[src/rtl/seq_detector_param.sv]
// Serial pattern detector for an arbitrary N-bit pattern. The next-state table is
// built at elaboration from the pattern's prefix/suffix structure.
//
// state | meaning
// q0    | no pattern prefix is pending
// qk    | the last k accepted bits equal the first k pattern bits (0 < k < N)
// qN    | full pattern just accepted; z=1 until the next accepted bit
module seq_detector_param #(
    parameter int             N       = 5,
    parameter logic [N-1:0]   PATTERN = 5'b10010,
    parameter bit             OVERLAP = 1'b1,
    parameter int             CNT_W   = 8
) (
    input  logic                     clk,
    input  logic                     rst,
    input  logic                     en,
    input  logic                     w,
    input  logic                     clr,
    output logic                     z,
    output logic [$clog2(N+1)-1:0]   progress,
    output logic [CNT_W-1:0]         match_count
);

    localparam int             PW     = $clog2(N+1);
    localparam int             TAB_SZ = 2 ** PW;
    localparam logic [PW-1:0]  LAST   = PW'(N);

    // Longest pattern prefix that is a suffix of prefix(k) followed by bit b.
    function automatic int calc_next(input int k, input logic b);
        logic [32:0] seq;
        int          len;
        int          best;
        logic        ok;
        seq = '0;
        for (int i = 0; i < k; i++) seq[i] = PATTERN[N-1-i];
        seq[k] = b;
        len  = k + 1;
        best = 0;
        for (int j = 1; j <= N; j++) begin
            if (j <= len) begin
                ok = 1'b1;
                for (int i = 0; i < j; i++)
                    if (seq[len-j+i] != PATTERN[N-1-i]) ok = 1'b0;
                if (ok) best = j;
            end
        end
        return best;
    endfunction

    logic [PW-1:0] nxt_tab0 [TAB_SZ];
    logic [PW-1:0] nxt_tab1 [TAB_SZ];

    for (genvar k = 0; k < TAB_SZ; k++) begin : g_tab
        localparam int KS   = (k >= N && !(k == N && OVERLAP)) ? 0 : k;
        localparam int NXT0 = (k > N) ? 0 : calc_next(KS, 1'b0);
        localparam int NXT1 = (k > N) ? 0 : calc_next(KS, 1'b1);
        assign nxt_tab0[k] = PW'(NXT0);
        assign nxt_tab1[k] = PW'(NXT1);
    end

    logic [PW-1:0] state;
    logic [PW-1:0] state_nxt;
    logic          armed;
    logic          match_inc;

    // armed stays low for the first edge after reset so a bit sampled while
    // rst is releasing can never advance the state.
    always_ff @(posedge clk or posedge rst) begin
        if (rst) begin
            state <= '0;
            armed <= 1'b0;
        end else begin
            state <= state_nxt;
            armed <= 1'b1;
        end
    end

    always_comb begin
        state_nxt = state;
        match_inc = 1'b0;
        if (armed && en) begin
            state_nxt = w ? nxt_tab1[state] : nxt_tab0[state];
            match_inc = (state_nxt == LAST);
        end
    end

    always_ff @(posedge clk or posedge rst) begin
        if (rst)
            match_count <= '0;
        else if (clr)
            match_count <= '0;
        else if (match_inc && (match_count != '1))
            match_count <= match_count + 1'b1;
    end

    assign z        = (state == LAST);
    assign progress = state;

endmodule
[config.mk]
export PLATFORM = sky130hd
export DESIGN_NAME = seq_detector_param
export DESIGN_NICKNAME = d
export VERILOG_FILES = /design/src/rtl/seq_detector_param.sv
export SDC_FILE = /design/constraint.sdc
export NUM_CORES = 1
export LEC_CHECK = 0
export BUFFER_PORTS_ARGS = -buffer_cell sky130_fd_sc_hd__buf_4
export CAP_MARGIN = 25
export CORE_MARGIN = 2
export CORE_UTILIZATION = 55
export CTS_CLUSTER_DIAMETER = 100
export CTS_CLUSTER_SIZE = 14
export DETAILED_ROUTE_END_ITERATION = 10
export GPL_TIMING_DRIVEN = 1
export HOLD_SLACK_MARGIN = 0.03
export PLACE_DENSITY = 0.81
export RECOVER_POWER = 25
export SLEW_MARGIN = 0
export SYNTH_ARGS = -nofsm -noshare
export SYNTH_HDL_FRONTEND = slang
export SYNTH_SLANG_ARGS = --single-unit
[constraint.sdc]
create_clock -name clk -period 2.9 [get_ports clk]
set_input_delay 0.58 -clock clk [delete_from_list [all_inputs] [get_ports clk]]
set_output_delay 0.58 -clock clk [all_outputs]
set_load 0.01 [all_outputs]
Word level (Yosys, flattened, before mapping). Memories as Yosys holds them, arrays and structs flattened. Cells that the tools add are included. Widths: inputs -> output; s select.

Add/sub/neg operators: 1. Magnitude comparators: 1. Equal/unequal tests: 3. Muxes and demuxes: 8. Bitwise gates (word level): 1. Reduce and logical (&&, ||, !) cells: 3.

Operators with widths (count): $mux 8 (2); $mux 3 (5); $add 8x1->8 const B (1); $ne 8x8->1 const B (1); $eq 3x3->1 const B (2); $ge 4x4->1 const B (1); $not 3->4 (1); $logic_and 1x1->1 (2); $reduce_bool 2->1 (1); $mux 1 (1).

Flip-flop bits (word level): 12. ROM bits: 48. Output and inout bits: 12. Logic and storage cells: 22. Memories kept: 2.

Memories: (name not given) (depth 8, bits a word 3, rd ports 1, clocked after memory_dff 0, write ports 0, RTL line 82) `state_nxt = w ? nxt_tab1[state] : nxt_tab0[state];`; (name not given) (depth 8, bits a word 3, rd ports 1, clocked after memory_dff 0, write ports 0, RTL line 82).

Logic depth before layout (Yosys ltp). Gate-level depths: netlist of the first run.

Word-level depth: 10. Depth in mapped cells: 7. Depth with buffers taken out: 7.

Least setup slack after synthesis of the first run. No wires, ideal clock.

Path kind: register to register. Start: register state[0] (netlist: progress[0]). End: register match_count[3]. Data arrival time: 1.789 ns. Required time: 2.773 ns. Path slack: 0.984 ns. Stages on the path, launching flop included: 8. Buffers on the path: 0. Cells stage by stage: dfrtp_1 > inv_1 > ha_1 > nor2b_1 > o311ai_4 > nor3_4 > and3_1 > mux2_1.

Longest elaborated chain between the ends: 9.

Ends and longest elaborated chain: start: declaration (RTL line 61) `logic [PW-1:0] state;`; start signal: assignment (RTL line 73) `state <= state_nxt;`; $not 3->4 (implied by the code) (*) (RTL line 82); $mem_v2 8x3; $mux 3 (implied by the code) (2 in a row) (RTL line 82); $mux 3 (*) (RTL line 82); $eq 3x3->1 (*) (RTL line 83) `match_inc = (state_nxt == LAST);`; $mux 1 (*) (RTL line 81) `if (armed && en) begin`; $logic_and 1x1->1 (*) (RTL line 92) `else if (match_inc && (match_count != '1))`; $reduce_bool 2->1 (no line) (*); end signal: assignment (RTL line 93) `match_count <= match_count + 1'b1;`; end: declaration (RTL line 21) `output logic [CNT_W-1:0] match_count`.

Every way passes the cells marked *; elsewhere a longest branch is shown, timed or not. The select of a mux whose other input is x is not followed. A chain may end at the register's enable or synchronous reset.

Worst setup path after layout of the first run.
Start: register state[0] (netlist: progress[0]). End: register match_count[5].

Same word-level chain as after synthesis.

==> metrics.md, run 1 <==
| Metric | Value |
|---|---|
| Status | finished, final reports clean |
| RSZ-0062 raised after global routing | false |
| Routed vias | 586 |
| Leak | 0.448 nW |
| Post-Syn Area | 739 um^2 |
| XOR/XNOR share of the synthesized area | 0.0474 |
| Arr. time, crit path | 2.24 ns |
| Sequential fraction of the synthesis area | 0.406 |
| Tmin final | 2.08 ns |
| Max Used Layer | met4 |
| Total gr overflow | 0 |
| Sw frac | 0.284 |
| Crit-path cells | inv_1 > ha_1 > nor2b_1 > o311ai_4 > nor3_4 > and3_1 > mux2_1 |
| DRC Markers | 0 |
| Antenna cells | 0 |
| Achievable Freq | 0.481 GHz |
| CTS tree | done |
| Netlist cell types | 28 |
| Final Hold Vio Count | 0 |
| Initial detailed-routing violation count | 16 |
| Port bufs | 16 |
| I/O pins | 17 |
| Most common cell after layout, fill and taps aside | buf_4 |
| Post-Synth Adder-Cell Area | 0.102 |
| Syn. warnings | 0 |
| Core ar. | 1280 um^2 |
| Die height | 40.7 um |
| DR pass1 iterations | 5 |
| # rows | 13 |
| Commonest non-fill, non-tap cells in the layout | buf_4 (15), dfrtp_1 (12), nor2_1 (7) |
| Reg2Reg Depth | 7 |
| Clk Latency, worst-skew pair | 0.27 ns |
| Comb pwr share | 0.209 |
| Reg2reg start | progress[0] |
| Hold slack final | 0.324 ns |
| Final period util | 0.717 |
| Layout cells sized above 1 | 0.275 |
| Worst R2R Setup Slack | 0.82 ns |
| Synth Area in Compound Gates | 0.110 |
| CTS sink cnt | 12 |
| Final wirelength | 1360 um |
| Post-cts resize count | 0 |
| Fin util | 0.709 |
| CP required | 3.06 ns |
| Slowest-stage cell, CP | dfrtp_1 |
| Avg WL per Cell | 12.8 um |
| First-pass GRT wire length | 2280 um |
| Starting Density | 0.575 |
| Post-route setup slack | 0.822 ns |
| Global placer's final weighted congestion | 0.780 |
| Total global routing track utilization | 0.220 |
| Total CTS buffers | 3 |
| Overall power | 0.407 mW |
| Largest family of logic cells by synthesized area | simple AND/OR/NAND/NOR gates |
| Main synth FF type | dfrtp_1 |
| Post-Syn Area per Cell | 10.3 um^2 |
| Worst Path Buf+Inv | 1 |
| Startpoint Class | register |
| Fraction of registers with async set/reset | 1.00 |
| Area Growth Syn to Fin | 23.2% |
| Count of pins over their slew limit | 0 |
| Syn Inst Count | 72 |
| # setup viols final | 0 |
| Clock Power Share | 0.322 |
| Die area | 1650 um^2 |
| Seq cells post-synth | 12 |
| CP top delay family | simple AND/OR/NAND/NOR gates |
| Maximum VDD drop | 0.429 mV |
| Final net count | 103 |
| Post-synth EDFFs | 0 |
| Synthesized Nets | 83 |
| Clk slew on worst S/H paths | 0.08 ns |
| ANT nets after route | 0 |
| CP Capture Type | register |
| Routed wl met3 | 50 um |
| Initial antenna violation count | 0 |
| Pin count of the biggest net entering global routing | 13 |
| Dpl ws | 0.799 ns |
| Pint | 0.292 mW |
| Met1 wire length | 662 um |
| Fillers | 100 |
| Max Root-Sink Buffers | 2 |
| Mux cell area share after synthesis | 0.0440 |
| Critical path origin | progress[0] |
| Post-DP HPWL | 1030 um |
| H-tree depth | 1 |
| Worst r2r dst | match_count[5] |
| Switching pwr | 0.116 mW |
| Worst hold path class | in2async |
| Sequential power share | 0.470 |
| Number of global-route vias before repair | 512 |
| Vias per cell | 5.53 |
| CTS Root Buffer Type | clkbuf_4 |
| Power Dens Cells | 447 nW/um^2 |
| Setup Buffers After CTS | 0 |
| Crit-path max FO | 6 |
| WL met2 | 620 um |
| Max Cap Violations | 0 |
| Crit-path max cell delay | 0.43 ns |
| Worst Setup Path Type | reg2reg |
| Setup clock skew after layout | 0.00311 ns |
| Hold Buf Count CTS | 0 |
| Post-route setup TNS | 0 ns |
| Die Wd | 40.7 um |
| Simple-gate share of the synthesized area | 0.255 |
-- cells by family (layout without fill, tap and decap cells) --
family	Yosys count	after routing
AO/OA/AOI/OAI	9	9
other	1	1
adder cells (fa/ha/maj)	6	6
buffers and inverters	6	25
AND/OR/NAND/NOR	31	31
flip-flops	12	12
multiplexers	3	3
XOR/XNOR	4	4
-- worst reg2reg max path, stage by stage, from the launching register on --
cell and delay [ns]:
dfrtp_1 0.43, inv_1 0.13, ha_1 0.15, nor2b_1 0.24, o311ai_4 0.15, nor3_4 0.33, and3_1 0.22, mux2_1 0.31
-- cell type report --
type | count | area (um^2) | share of cell area
Multi-Input combinational cell | 54 | 417 | 0.457
Timing Repair Buffer | 16 | 120 | 0.132
Inverter | 5 | 18.8 | 0.0206
Tap cell | 15 | 18.8 | 0.0206
Clock buffer | 4 | 36.3 | 0.0398
Sequential cell | 12 | 300 | 0.330
-- how the worst max path moves through the flow --
| stage | end | cells after the start |
|---|---|---|
| after CTS | match_count[5] | 7 |
| after global placement | match_count[5] | 6 |
| final | match_count[5] | 7 |
| after detailed placement | match_count[5] | 6 |
| after floorplan | match_count[3] | 7 |
| after global routing | match_count[3] | 7 |
-- power groups by stage --
stage               combinational, mW  clock (mW)  sequential, mW
finish                         0.0850       0.131           0.191
CTS                            0.0858       0.137           0.192
global placement               0.0831           0           0.194
floorplan                      0.0505           0           0.196
global route                   0.0969       0.145           0.194
detailed placement             0.0848           0           0.195
-- registers in the layout (all words and copies together), names as in the netlist --
register,count
match_count,8
progress,3
armed,1
-- synth_stat cells, types with 2 or more instances --
| cell type | number | area share |
|---|---|---|
| nand2b_1 | 2 | 0.017 |
| mux2_1 | 2 | 0.030 |
| nor2b_1 | 4 | 0.034 |
| ha_1 | 6 | 0.10 |
| dfrtp_1 | 12 | 0.41 |
| a21oi_1 | 3 | 0.020 |
| nor4_1 | 3 | 0.025 |
| inv_1 | 4 | 0.020 |
| and2_1 | 3 | 0.025 |
| and3_1 | 4 | 0.034 |
| nand3b_1 | 2 | 0.020 |
| nand2_1 | 2 | 0.010 |
| xnor2_1 | 4 | 0.047 |
| nor2_1 | 7 | 0.036 |
-- metal layers --
metal | vias up | GRT usage
li1 | 289 | -
met5 | - | 0
met3 | 2 | 0.0326
met4 | 0 | 0.150
met2 | 13 | 0.325
met1 | 282 | 0.294
-- stage by stage --
step / cell area, um^2 / cells
4_1_cts: 911 / 106
5_1_grt: 911 / 106
2_1_floorplan: 739 / 72
6_report: 911 / 106
3_3_place_gp: 875 / 102
3_5_place_dp: 875 / 102
No activity file was read; power rests on OpenSTA's default activity.
==> run 2: changes to the inputs <==
CORE_UTILIZATION = 51   (was 55)
PLACE_DENSITY = 0.76   (was 0.81)
clock period = 2.05 ns   (was 2.9 ns; I/O delays follow)
==> metrics.md, run 2 (synthesis results as in run 1) <==
| Metric | Value |
|---|---|
| Setup clock skew after layout | 0.00724 ns |
| Total CTS buffers | 3 |
| Status | finished, final reports clean |
| Dpl ws | 0.103 ns |
| Initial antenna violation count | 0 |
| CTS sink cnt | 12 |
| Worst hold path class | in2async |
| Tmin final | 1.96 ns |
| Port bufs | 16 |
| Initial detailed-routing violation count | 4 |
| Antenna cells | 0 |
| Final wirelength | 1490 um |
| Vias per cell | 5.34 |
| Max Root-Sink Buffers | 2 |
| Clk slew on worst S/H paths | 0.08 ns |
| Avg WL per Cell | 13.2 um |
| Worst Setup Path Type | reg2reg |
| Startpoint Class | register |
| Hold Buf Count CTS | 0 |
| Total gr overflow | 0 |
| I/O pins | 17 |
| Area Growth Syn to Fin | 30.8% |
| Max FFs per register | 8 |
| CTS tree | done |
| Die area | 1770 um^2 |
| CP Capture Type | register |
| Global placer's final weighted congestion | 0.810 |
| Routed vias | 603 |
| CTS Root Buffer Type | clkbuf_4 |
| Overall power | 0.552 mW |
| Final Hold Vio Count | 0 |
| Final non-filler cell total | 113 |
| Die height | 42.1 um |
| DRC Markers | 0 |
| Fillers | 108 |
| Count of pins over their slew limit | 0 |
| Final net count | 111 |
| First-pass GRT wire length | 2280 um |
| CP required | 2.19 ns |
| Final period util | 0.955 |
| Post-DP HPWL | 1080 um |
| Crit-path max FO | 6 |
| Fin util | 0.725 |
| Most common cell after layout, fill and taps aside | buf_4 |
| Leak | 0.479 nW |
| Placed insts | 105 |
| Hold slack final | 0.149 ns |
| Die Wd | 42.1 um |
| Number of global-route vias before repair | 496 |
| Commonest non-fill, non-tap cells in the layout | buf_4 (23), dfrtp_1 (10), nor2_1 (7) |
| DR pass1 iterations | 4 |
| Max Cap Violations | 0 |
| Maximum VDD drop | 0.478 mV |
| H-tree depth | 1 |
| Post-route setup slack | 0.0927 ns |
| Starting Density | 0.554 |
| Pin count of the biggest net entering global routing | 13 |
| Total global routing track utilization | 0.173 |
| # rows | 13 |
| Largest register by flop count | match_count |
| Arr. time, crit path | 2.10 ns |
| ANT nets after route | 0 |
| Layout cells sized above 1 | 0.388 |
| Core ar. | 1330 um^2 |
| # setup viols final | 0 |
| Power Dens Cells | 571 nW/um^2 |
| Achievable Freq | 0.511 GHz |
| Clk Latency, worst-skew pair | 0.26 ns |
==> run 2: final timing paths <==
check | startpoint | end | slack [ns] | depth (start not counted)
min reg2reg | match_count[1] | match_count[1] | 0.60 | 2
min in group clk | clr | match_count[4] | 0.37 | 2
max in group asynchronous | rst | progress[0] | 1.56 | 2
max reg2reg | progress[1] | match_count[5] | 0.09 | 7
max | progress[1] | match_count[5] | 0.09 | 7
min | rst | armed | 0.15 | 2
==> run 2: power breakdown <==
| group | internal [mW] | total, mW | switching [mW] | leakage [nW] |
|---|---|---|---|---|
| combinational | 0.0697 | 0.139 | 0.0695 | 0.306 |
| sequential | 0.252 | 0.274 | 0.0220 | 0.160 |
| clock | 0.0677 | 0.140 | 0.0719 | 0.0138 |
==> run 2: area by class of cell <==
type | instances | area, um^2 | area share
Clock buffer | 3 | 22.5 | 0.0233
Inverter | 5 | 18.8 | 0.0194
Multi-Input combinational cell | 54 | 424 | 0.439
Sequential cell | 12 | 303 | 0.313
Tap cell | 15 | 18.8 | 0.0194
Timing Repair Buffer | 24 | 180 | 0.186
==> run 2: timing repair <==
action / CTS / global route
endpoints found under the setup margin: 0 / 2
gates resized for setup: 0 / 6
setup buffers: 0 / 5
==> run 2: stage by stage <==
stage	area, um^2	setup TNS, ns
after floorplan	739	0
after global placement	897	0
after detailed placement	897	0
after CTS	920	0
after global routing	967	-0.00231
final	967	0
==> run 2: critical path: stages (launching register included) <==
cell and delay (ns):
dfrtp_2 0.45, inv_2 0.08, ha_1 0.14, nand2b_1 0.08
o31a_1 0.34, nor3_4 0.22, and3_4 0.21, mux2_1 0.31
==> run 2: routing by layer <==
| metal | up-vias | share of wire | track usage |
|---|---|---|---|
| met2 | 9 | 0.46 | 0.263 |
| met4 | 0 | 0.0094 | 0.0750 |
| met5 | - | 0 | 0 |
| met1 | 289 | 0.50 | 0.244 |
| li1 | 303 | - | - |
| met3 | 2 | 0.031 | 0.0259 |
==> run 3: changes to the inputs <==
CAP_MARGIN = 40   (was 25)
CORE_UTILIZATION = 55   (was 51)
MAX_ROUTING_LAYER = met4   (was not set)
PLACE_DENSITY = 0.81   (was 0.76)
clock period = 2.5 ns   (was 2.05 ns; I/O delays follow)
==> metrics.md, run 3 (synthesis results as in run 1) <==
| Metric | Value |
|---|---|
| Most common cell after layout, fill and taps aside | buf_4 |
| Final Hold Vio Count | 0 |
| Commonest non-fill, non-tap cells in the layout | buf_4 (15), dfrtp_1 (12), nor2_1 (7) |
| Final net count | 103 |
| Worst R2R Setup Slack | 0.42 ns |
| Total global routing track utilization | 0.223 |
| Pin count of the biggest net entering global routing | 13 |
| DRC Markers | 0 |
| Global placer's final weighted congestion | 0.759 |
| Die Wd | 40.7 um |
| Startpoint Class | register |
| Maximum VDD drop | 0.429 mV |
| Number of global-route vias before repair | 507 |
| CTS sink cnt | 12 |
| Die height | 40.7 um |
| Max FFs per register | 8 |
| Post-route setup TNS | 0 ns |
| Post-DP HPWL | 1160 um |
| Max Cap Violations | 0 |
| I/O pins | 17 |
| Die area | 1650 um^2 |
| ANT nets after route | 0 |
| Post-route setup slack | 0.424 ns |
| Worst Setup Path Type | reg2reg |
| Crit-path max FO | 6 |
| Arr. time, crit path | 2.24 ns |
| Port bufs | 16 |
| Final period util | 0.831 |
| Starting Density | 0.575 |
| Avg WL per Cell | 14.0 um |
| Total gr overflow | 0 |
| CTS tree | done |
| Layout cells sized above 1 | 0.267 |
| Final instance area | 897 um^2 |
| Post-DP Area | 875 um^2 |
| Routed vias | 581 |
| # rows | 13 |
| Vias per cell | 5.53 |
| Clk Latency, worst-skew pair | 0.28 ns |
| Clk slew on worst S/H paths | 0.07 ns |
| Leak | 0.441 nW |
| Initial antenna violation count | 0 |
| Tmin final | 2.08 ns |
| H-tree depth | 1 |
| Achievable Freq | 0.482 GHz |
| Area of the multi-input gates | 417 um^2 |
| Core ar. | 1280 um^2 |
| CP Capture Type | register |
| DR pass1 iterations | 5 |
| Initial detailed-routing violation count | 13 |
| Worst hold path class | in2async |
| Final wirelength | 1470 um |
| Count of pins over their slew limit | 0 |
| Dpl ws | 0.451 ns |
| Post-cts resize count | 0 |
| Reg2Reg Depth | 7 |
| Hold Buf Count CTS | 0 |
| Status | finished, final reports clean |
| Area Growth Syn to Fin | 21.3% |
| Antenna cells | 0 |
| First-pass GRT wire length | 2210 um |
| Setup Buffers After CTS | 0 |
| Fillers | 92 |
| RSZ-0062 raised after global routing | false |
| Worst r2r dst | match_count[3] |
| Fin util | 0.698 |
| CP required | 2.66 ns |
| Max Root-Sink Buffers | 2 |
| Power Dens Cells | 497 nW/um^2 |
| Total CTS buffers | 3 |
| Largest register by flop count | match_count |
| Reg2reg start | progress[0] |
| Setup clock skew after layout | 0.00262 ns |
| CTS Root Buffer Type | clkbuf_4 |
| FF+latch area | 300 um^2 |
| # setup viols final | 0 |
[run 3: cell types whose count changed in the layout (fill, tap and decap cells not counted)]
| cell | change |
|---|---|
| dfrtp_1 | +2 |
| inv_1 | +2 |
| nor2b_2 | -1 |
| buf_4 | -8 |
| dfrtp_2 | -2 |
| nor2b_1 | +1 |
| and3_1 | +1 |
| and3_4 | -1 |
| inv_2 | -2 |
[run 3: critical path, stage by stage, from the launching register on]
cell and delay [ns]:
dfrtp_1 0.43, inv_1 0.12, ha_1 0.15, nor2b_1 0.23
o311ai_4 0.15, nor3_4 0.34, and3_1 0.22, mux2_1 0.32
[run 3: how the worst max path moves through the flow]
stage           startpoint        endpoint  slack, ns  cells past startpoint
6_report       progress[0]  match_count[3]       0.42                      7
3_5_place_dp            en  match_count[3]       0.45                      6
5_1_grt        progress[0]  match_count[3]       0.28                      7
4_1_cts        progress[0]  match_count[3]       0.42                      7
3_3_place_gp             w  match_count[5]       0.50                      6
2_1_floorplan  progress[0]  match_count[3]       0.58                      7
[run 3: layout make-up]
cell class	count	area share
inverter	5	0.0209
sequential	12	0.335
timing repair buffer	16	0.134
tap	15	0.0209
clock buffer	3	0.0251
multi-input combinational	54	0.464
[run 3: power by group]
part           switching [mW]  internal, mW
Clock                  0.0656        0.0559
Sequential             0.0166         0.205
Combinational          0.0576        0.0457
[run 3: metal layers]
| layer | GRT usage | routed length (um) | vias up |
|---|---|---|---|
| li1 | - | - | 285 |
| met2 | 0.337 | 675 | 16 |
| met5 | - | 0 | - |
| met1 | 0.272 | 682 | 273 |
| met3 | 0.0489 | 65 | 7 |
| met4 | 0.133 | 48 | 0 |
[run 3: stage by stage]
stage          hold slack [ns]  instances  power, mW
2_1_floorplan            0.365         72      0.286
3_3_place_gp             0.550        102      0.323
3_5_place_dp             0.546        102      0.328
4_1_cts                  0.252        105      0.446
5_1_grt                  0.279        105      0.471
6_report                 0.229        105      0.446
